==> config.mk <==
export PLATFORM = sky130hd
export DESIGN_NAME = thresholding_axilite_loader
export DESIGN_NICKNAME = d
export VERILOG_FILES = /design/src/rtl/thresholding_axilite_loader.sv
export SDC_FILE = /design/constraint.sdc
export NUM_CORES = 1
export LEC_CHECK = 0
export CORE_MARGIN = 4
export CORE_UTILIZATION = 40
export CTS_CLUSTER_DIAMETER = 50
export DETAILED_ROUTE_END_ITERATION = 8
export DONT_BUFFER_PORTS = 1
export SLEW_MARGIN = 10
export SYNTH_ARGS = -nofsm -noshare
export SYNTH_HDL_FRONTEND = slang
export SYNTH_SLANG_ARGS = --single-unit
==> constraint.sdc <==
create_clock -name ap_clk -period 1.73 [get_ports ap_clk]
set_input_delay 0.2595 -clock ap_clk [delete_from_list [all_inputs] [get_ports ap_clk]]
set_output_delay 0.2595 -clock ap_clk [all_outputs]
set_load 0.05 [all_outputs]
==> src/rtl/thresholding_axilite_loader.sv <==
// AXI4-Lite initiator that streams threshold words into a thresholding_axi
// responder, one single-beat write per word, addressed as {fold, pe, t, 2'b00}.
module thresholding_axilite_loader #(
  parameter int N  = 4,
  parameter int C  = 6,
  parameter int PE = 2,
  localparam int CF        = C / PE,
  localparam int ADDR_BITS = $clog2(CF) + $clog2(PE) + N + 2,
  localparam int TOTAL     = C * (2**N - 1)
) (
  input  logic                 ap_clk,
  input  logic                 ap_rst_n,
  input  logic                 start,
  output logic                 busy,
  output logic                 done,
  output logic                 error,
  input  logic                 s_axis_tvalid,
  output logic                 s_axis_tready,
  input  logic [31:0]          s_axis_tdata,
  output logic                 m_axilite_AWVALID,
  input  logic                 m_axilite_AWREADY,
  output logic [ADDR_BITS-1:0] m_axilite_AWADDR,
  output logic                 m_axilite_WVALID,
  input  logic                 m_axilite_WREADY,
  output logic [31:0]          m_axilite_WDATA,
  output logic [3:0]           m_axilite_WSTRB,
  input  logic                 m_axilite_BVALID,
  output logic                 m_axilite_BREADY,
  input  logic [1:0]           m_axilite_BRESP
);

  // state  | meaning
  // IDLE   | waiting for start
  // LOAD   | accepting the next threshold word
  // ISSUE  | AW and W channels outstanding, each retired on its own handshake
  // RESP   | waiting for the write response
  // DONE   | one-cycle completion pulse

  if ((C % PE) != 0) begin : g_bad_cfg
    $error("thresholding_axilite_loader: C must be divisible by PE");
  end

  localparam int CFB    = $clog2(CF);
  localparam int PEB    = $clog2(PE);
  localparam int CW     = (CFB > 0) ? CFB : 1;
  localparam int PW     = (PEB > 0) ? PEB : 1;
  localparam int RW     = $clog2(TOTAL + 1);
  localparam int T_LAST = 2**N - 2;

  typedef enum logic [2:0] {
    S_IDLE,
    S_LOAD,
    S_ISSUE,
    S_RESP,
    S_DONE
  } state_t;

  state_t state, state_n;

  logic [N-1:0]         t_cnt;
  logic [PW-1:0]        pe_cnt;
  logic [CW-1:0]        cf_cnt;
  logic [RW-1:0]        remaining;
  logic                 aw_ok;
  logic                 w_ok;
  logic                 last;
  logic [ADDR_BITS-1:0] cur_addr;

  // Absent fields (CF==1 or PE==1) keep their counter at zero, so the shifted
  // contribution vanishes and the address collapses to the remaining fields.
  assign cur_addr = (ADDR_BITS'(cf_cnt) << (PEB + N + 2))
                  | (ADDR_BITS'(pe_cnt) << (N + 2))
                  | (ADDR_BITS'(t_cnt)  << 2);

  assign last            = (remaining == '0);
  assign m_axilite_WSTRB = 4'hF;

  always_ff @(posedge ap_clk or negedge ap_rst_n) begin
    if (!ap_rst_n) begin
      state <= S_IDLE;
    end else begin
      state <= state_n;
    end
  end

  always_comb begin
    state_n           = state;
    busy              = 1'b0;
    done              = 1'b0;
    s_axis_tready     = 1'b0;
    m_axilite_AWVALID = 1'b0;
    m_axilite_WVALID  = 1'b0;
    m_axilite_BREADY  = 1'b0;
    case (state)
      S_IDLE: begin
        if (start) state_n = S_LOAD;
      end
      S_LOAD: begin
        busy          = 1'b1;
        s_axis_tready = 1'b1;
        if (s_axis_tvalid) state_n = S_ISSUE;
      end
      S_ISSUE: begin
        busy              = 1'b1;
        m_axilite_AWVALID = !aw_ok;
        m_axilite_WVALID  = !w_ok;
        if ((aw_ok || m_axilite_AWREADY) && (w_ok || m_axilite_WREADY))
          state_n = S_RESP;
      end
      S_RESP: begin
        busy             = 1'b1;
        m_axilite_BREADY = 1'b1;
        if (m_axilite_BVALID) state_n = last ? S_DONE : S_LOAD;
      end
      S_DONE: begin
        done    = 1'b1;
        state_n = S_IDLE;
      end
      default: state_n = S_IDLE;
    endcase
  end

  always_ff @(posedge ap_clk or negedge ap_rst_n) begin
    if (!ap_rst_n) begin
      t_cnt            <= '0;
      pe_cnt           <= '0;
      cf_cnt           <= '0;
      remaining        <= '0;
      aw_ok            <= 1'b0;
      w_ok             <= 1'b0;
      error            <= 1'b0;
      m_axilite_AWADDR <= '0;
      m_axilite_WDATA  <= '0;
    end else begin
      case (state)
        S_IDLE: begin
          if (start) begin
            t_cnt     <= '0;
            pe_cnt    <= '0;
            cf_cnt    <= '0;
            remaining <= RW'(TOTAL - 1);
            error     <= 1'b0;
          end
        end
        S_LOAD: begin
          if (s_axis_tvalid) begin
            m_axilite_WDATA  <= s_axis_tdata;
            m_axilite_AWADDR <= cur_addr;
            aw_ok            <= 1'b0;
            w_ok             <= 1'b0;
          end
        end
        S_ISSUE: begin
          if (m_axilite_AWVALID && m_axilite_AWREADY) aw_ok <= 1'b1;
          if (m_axilite_WVALID && m_axilite_WREADY)   w_ok  <= 1'b1;
        end
        S_RESP: begin
          if (m_axilite_BVALID) begin
            if (m_axilite_BRESP != 2'b00) error <= 1'b1;
            if (!last) begin
              remaining <= remaining - 1'b1;
              if (t_cnt == N'(T_LAST)) begin
                t_cnt <= '0;
                if (pe_cnt == PW'(PE - 1)) begin
                  pe_cnt <= '0;
                  cf_cnt <= (cf_cnt == CW'(CF - 1)) ? '0 : cf_cnt + 1'b1;
                end else begin
                  pe_cnt <= pe_cnt + 1'b1;
                end
              end else begin
                t_cnt <= t_cnt + 1'b1;
              end
            end
          end
        end
        default: ;
      endcase
    end
  end

endmodule

=== After elaboration in Yosys (flattened, before gate mapping) ===
Cells that the tools add are included.
W data, S select, Z words.

* Register bits after elaboration: 61
* Bits of input ports: 41
* Output and inout port bits: 52
* Word-level logic and storage cells: 95

* Add/sub/neg operators: 4
* Equal/unequal tests: 16
* Muxes and demuxes: 42
* Bitwise operators: 2
* Reductions and logical operators: 21

{| class="wikitable"
|+ Operators by type and width
! cell !! number
|-
| $mux W7 || 3
|-
| $ne A2 B2 Y1 const B || 10
|-
| $mux W1 || 16
|-
| $mux W4 || 4
|-
| $mux W3 || 5
|-
| $pmux W7 S2 || 1
|-
| $mux W2 || 6
|-
| $pmux W3 S4 || 1
|-
| $reduce_and A4 Y1 || 3
|-
| $or A9 B6 Y9 || 1
|-
| $or A9 B7 Y9 || 1
|-
| $pmux W1 S2 || 4
|-
| $pmux W4 S2 || 1
|-
| $logic_not A7 Y1 || 1
|-
| $sub A7 B1 Y7 const B || 1
|-
| $eq A3 B2 Y1 const B || 2
|-
| $reduce_and A3 Y1 || 2
|-
| $reduce_and A6 Y1 || 1
|-
| $reduce_bool A2 Y1 || 3
|-
| $reduce_and A5 Y1 || 1
|-
| $add A4 B1 Y4 const B || 1
|-
| $eq A4 B4 Y1 const B || 1
|-
| $pmux W2 S2 || 1
|-
| $eq A3 B1 Y1 const B || 1
|-
| 10 further kinds || 14
|}

=== Logic depth before layout (Yosys ltp) ===
Gate-level depths: netlist of run 1.

* Depth after elaboration: 7
* Depth in mapped cells: 7
* Depth with buffers taken out: 6

=== Least setup slack after synthesis of run 1 ===
Ideal clock, no wire load.

* Path kind: reg-to-output
* From: register state[2]
* To: output port m_axilite_AWVALID
* Data arrival time: 1.565 ns
* Data required time: 1.470 ns
* Path slack: -0.094 ns
* Cell stages (with the launch flop): 4
* Path buffers: 1
* Path through: dfrtp_1 > buf_2 > or3_1 > nor2_1

* Cells in the longest elaborated chain, start to end: 2

{| class="wikitable"
|+ Ends and longest elaborated chain
! element !! RTL line !! source
|-
| start, declared || 58 || <nowiki>state_t state, state_n;</nowiki>
|-
| start signal, assigned || 82 || <nowiki>state <= state_n;</nowiki>
|-
| $eq A3 B2 Y1 || 94 || <nowiki>case (state)</nowiki>
|-
| $mux W1 || 94 ||
|-
| end, declared || 20 || <nowiki>output logic m_axilite_AWVALID,</nowiki>
|}

No other way between the ends.

=== Final worst setup path of run 1 ===
* From: register state[2]
* To: output port m_axilite_WVALID

* Cells in the longest elaborated chain, start to end: 2

{| class="wikitable"
|+ Ends and longest elaborated chain
! element !! RTL line !! source
|-
| $eq A3 B2 Y1 || 94 ||
|-
| $mux W1 || 94 ||
|-
| end, declared || 23 || <nowiki>output logic m_axilite_WVALID,</nowiki>
|}

No other way between the ends.

==> results of run 1 <==
## kinds of logic (layout without fill, tap and decap cells)
logic type | Yosys count | in the layout | synth area share, %
flops | 59 | 59 | 55.8
simple gates | 40 | 40 | 8.38
fa+ha+maj | 4 | 4 | 1.89
buf+inv | 24 | 69 | 4.78
mux | 42 | 42 | 17.7
compound gates | 47 | 47 | 11.1
other cells | 2 | 6 | 0.284
## sequential cells by signal, summed over array words and instances, names as in the netlist
signal	flops
pe_cnt	1
cf_cnt	2
w_ok	1
m_axilite_WDATA	32
aw_ok	1
error	1
m_axilite_AWADDR	7
remaining	7
t_cnt	4
state	3
## cell usage after synthesis, types with 2 or more instances
library cell / instances / area share, %
dfrtp_1: 59 / 56
o21ai_0: 16 / 3.0
a31oi_1: 5 / 1.2
mux2_2: 39 / 17
a2bb2oi_1: 2 / 0.66
mux2i_1: 3 / 1.1
buf_2: 5 / 0.95
a41oi_1: 2 / 0.66
inv_1: 11 / 1.6
nor2_1: 14 / 2.0
nor3_1: 2 / 0.38
ha_1: 4 / 1.9
buf_4: 8 / 2.3
or3_1: 2 / 0.47
nor4b_1: 2 / 0.66
nand2_1: 7 / 0.99
conb_1: 2 / 0.28
nand3_1: 2 / 0.38
a21oi_1: 12 / 2.3
## path summary, 6_finish.rpt
path                                                   endpoint                      from  cells past startpoint  slack, ns
worst max-delay path                           m_axilite_WVALID      state[2]$_DFFE_PN0P_                      4      -0.09
worst min-delay path            m_axilite_WDATA[31]$_DFFE_PN0P_          s_axis_tdata[31]                      1       0.07
worst max register to register         remaining[4]$_DFFE_PN0P_  remaining[1]$_DFFE_PN0P_                      7      -0.07
worst min register to register  m_axilite_AWADDR[7]$_DFFE_PN0P_     cf_cnt[0]$_DFFE_PN0P_                      1       0.52
max in group asynchronous              remaining[3]$_DFFE_PN0P_                  ap_rst_n                      2       0.98
min in group asynchronous                    pe_cnt$_DFFE_PN0P_                  ap_rst_n                      2       0.46
## layer usage
| layer | vias to the layer above | wire length [um] | share of wire (%) | global-route usage (%) |
|---|---|---|---|---|
| met2 | 82 | 2950 | 49 | 22.0 |
| met5 | - | 0 | 0 | 0 |
| met4 | 0 | 132 | 2.2 | 9.07 |
| met1 | 918 | 2490 | 41 | 20.3 |
| met3 | 11 | 468 | 7.7 | 4.52 |
| li1 | 861 | - | - | - |
## layout make-up
cell class / instances / area [sq um] / share of cell area (%)
clock inverters: 5 / 77.6 / 2.22
flip-flops and latches: 59 / 1480 / 42.4
well taps: 77 / 96.3 / 2.76
repair buffers: 43 / 423 / 12.1
multi-input cells: 139 / 1230 / 35.3
clock buffers: 10 / 138 / 3.94
inverters: 11 / 43.8 / 1.25
## per-stage QoR
step                area, sq um  hold slack (ns)
detailed placement         2910          -0.0338
finish                     3490           0.0704
CTS                        3340           0.0504
global placement           2910          -0.0336
global route               3490           0.0497
floorplan                  2660          -0.0361
## layout by cell type, fill, tap and decap left out, drive strengths merged, types with 2 or more instances in the layout
master / count
bufinv: 2
or3: 2
a31oi: 5
nand3: 2
dfrtp: 59
nor3: 3
o21ai: 16
a21oi: 12
mux2i: 3
buf: 42
a41oi: 2
clkinv: 2
a2bb2oi: 2
nor2: 15
nand2: 7
clkbuf: 10
ha: 4
mux2: 39
conb: 6
inv: 11
nor4b: 2
## power groups by stage
stage	clock, mW	sequential (mW)	combinational, mW
after CTS	1.41	4.02	2.28
after global placement	0	4.04	1.96
after global routing	1.47	4.13	2.74
after floorplan	0	3.93	1.46
final	1.36	4.03	2.52
after detailed placement	0	4.05	1.99
## worst register-to-register path, delay by kind of cell, from the launching register on
kind / cells / cell delay [ns]
compound gates: 2 / 0.25
simple gates: 2 / 0.66
flops: 1 / 0.40
buf+inv: 2 / 0.24
fa+ha+maj: 1 / 0.14
## repair_timing
item | 4_1_cts | 5_1_grt
gates resized for setup | 27 | 39
setup endpoints to repair | 13 | 20
setup buffers | 12 | 3
hold buffers | 2 | 0
pin swaps | 8 | 12
hold endpoints to repair | 59 | 0
==> flow_summary.json, run 1 <==
{
  "fin_tns_setup_ns": -0.258,
  "netSwitchingPower_mw": 3.83,
  "crit_family": "simple AND/OR/NAND/NOR gates",
  "power_frac_clock_pct": 17.2,
  "htree_levels": 3,
  "fin_ws_ns": -0.0854,
  "path_class": "reg -> out",
  "grt_overflow_total": 0,
  "ys_types": 40,
  "rows": 29,
  "grt_pass1_vias": 1872,
  "ir_drop_uv": 1480,
  "p_sw_share_pct": 48.4,
  "drive_above_1_share_pct": 51.3,
  "async_flop_share_pct": 100,
  "finalPower_mw": 7.91,
  "port_buffers": 0,
  "timing.fmax_mhz": 551,
  "die-height_um": 89.3,
  "power_leakage_nw": 1.50,
  "synth_area_per_cell_sq_um": 12.1,
  "dp.cells": 314,
  "finalHoldViolations": 0,
  "critPathCaptureType": "output port",
  "antenna_cells": 0,
  "num_vias": 1872,
  "crit_buf_inv": 2,
  "start_util_pct": 41.4,
  "power.density_nw_per_um2": 2270,
  "violations": "negative setup slack",
  "synth-seq-area-share_pct": 55.8,
  "start_kind": "flop",
  "cp_max_fo": 6,
  "max_cap_viol_count": 0,
  "cts_inserted_buffers": 9,
  "seq_power_share_pct": 51.0,
  "synth_edf_count": 0,
  "num-nets-final": 308,
  "clock_latency_ns": 0.33,
  "drt-pass1-iter-count": 5,
  "routed_wirelength_mm": 6.04,
  "final_core_util_pct": 54.7,
  "drtIter0Drc": 54,
  "drc": 0,
  "wire_per_inst_um": 17.6,
  "gr-usage-all-layers_pct": 15.3,
  "ios": 93,
  "yosys_warnings": 0,
  "post-place-ws_ns": -0.0682,
  "synth_area_sq_um": 2640,
  "clock_skew_ns": 0.00532,
  "cts_tree": "built",
  "ant_nets": 0,
  "finalSetupViolCount": 5,
  "synth-main-ff-cell": "dfrtp_1",
  "clockBufferDepth": 2,
  "grt_max_degree": 60,
  "area_growth_pct": 32.0,
  "slowest_stage": "dfrtp_2",
  "status": "finished, violations left",
  "clockRootBuffer": "clkbuf_8",
  "clk_pin_slew_ns": 0.07,
  "p_int_mw": 4.09,
  "stdcell_count": 344,
  "dieWidth_um": 89.3,
  "cp_slowest_stage_delay_ns": 0.44,
  "dpl.hpwl_mm": 3.90,
  "viasPerCell": 5.44,
  "nFillCells": 521,
  "arrival_ns": 1.56,
  "finalCritPeriodShare_pct": 105,
  "routabilityCongestion": 0.787,
  "cp_data_required_time_ns": 1.47,
  "p_comb_share_pct": 31.8,
  "hold_path.class": "in -> reg",
  "ys_seq_elements": 59,
  "synthCells": 218,
  "clock_sinks": 59,
  "period_needed_ns": 1.82,
  "path_cells": "buf_6 > or3_4 > nor2_4 > buf_8",
  "core_sq_um": 6390,
  "grt_pass1_wl_mm": 9.20,
  "report.final.slew_viol_count": 0,
  "die_area_sq_um": 7970,
  "rsz0062_at_grt": "true",
  "grt_antenna_before_repair": 0
}
Note: power is estimated with default switching activity, not from simulation.
==> inputs of run 2 (changes only) <==
--- a/config.mk
+++ b/config.mk
@@ -10,6 +10,7 @@
 export CTS_CLUSTER_DIAMETER = 50
 export DETAILED_ROUTE_END_ITERATION = 8
 export DONT_BUFFER_PORTS = 1
+export GPL_ROUTABILITY_DRIVEN = 0
 export SLEW_MARGIN = 10
 export SYNTH_ARGS = -nofsm -noshare
 export SYNTH_HDL_FRONTEND = slang
==> results of run 2 <==
Final layout, timing and power as in run 1 (identical DEF).
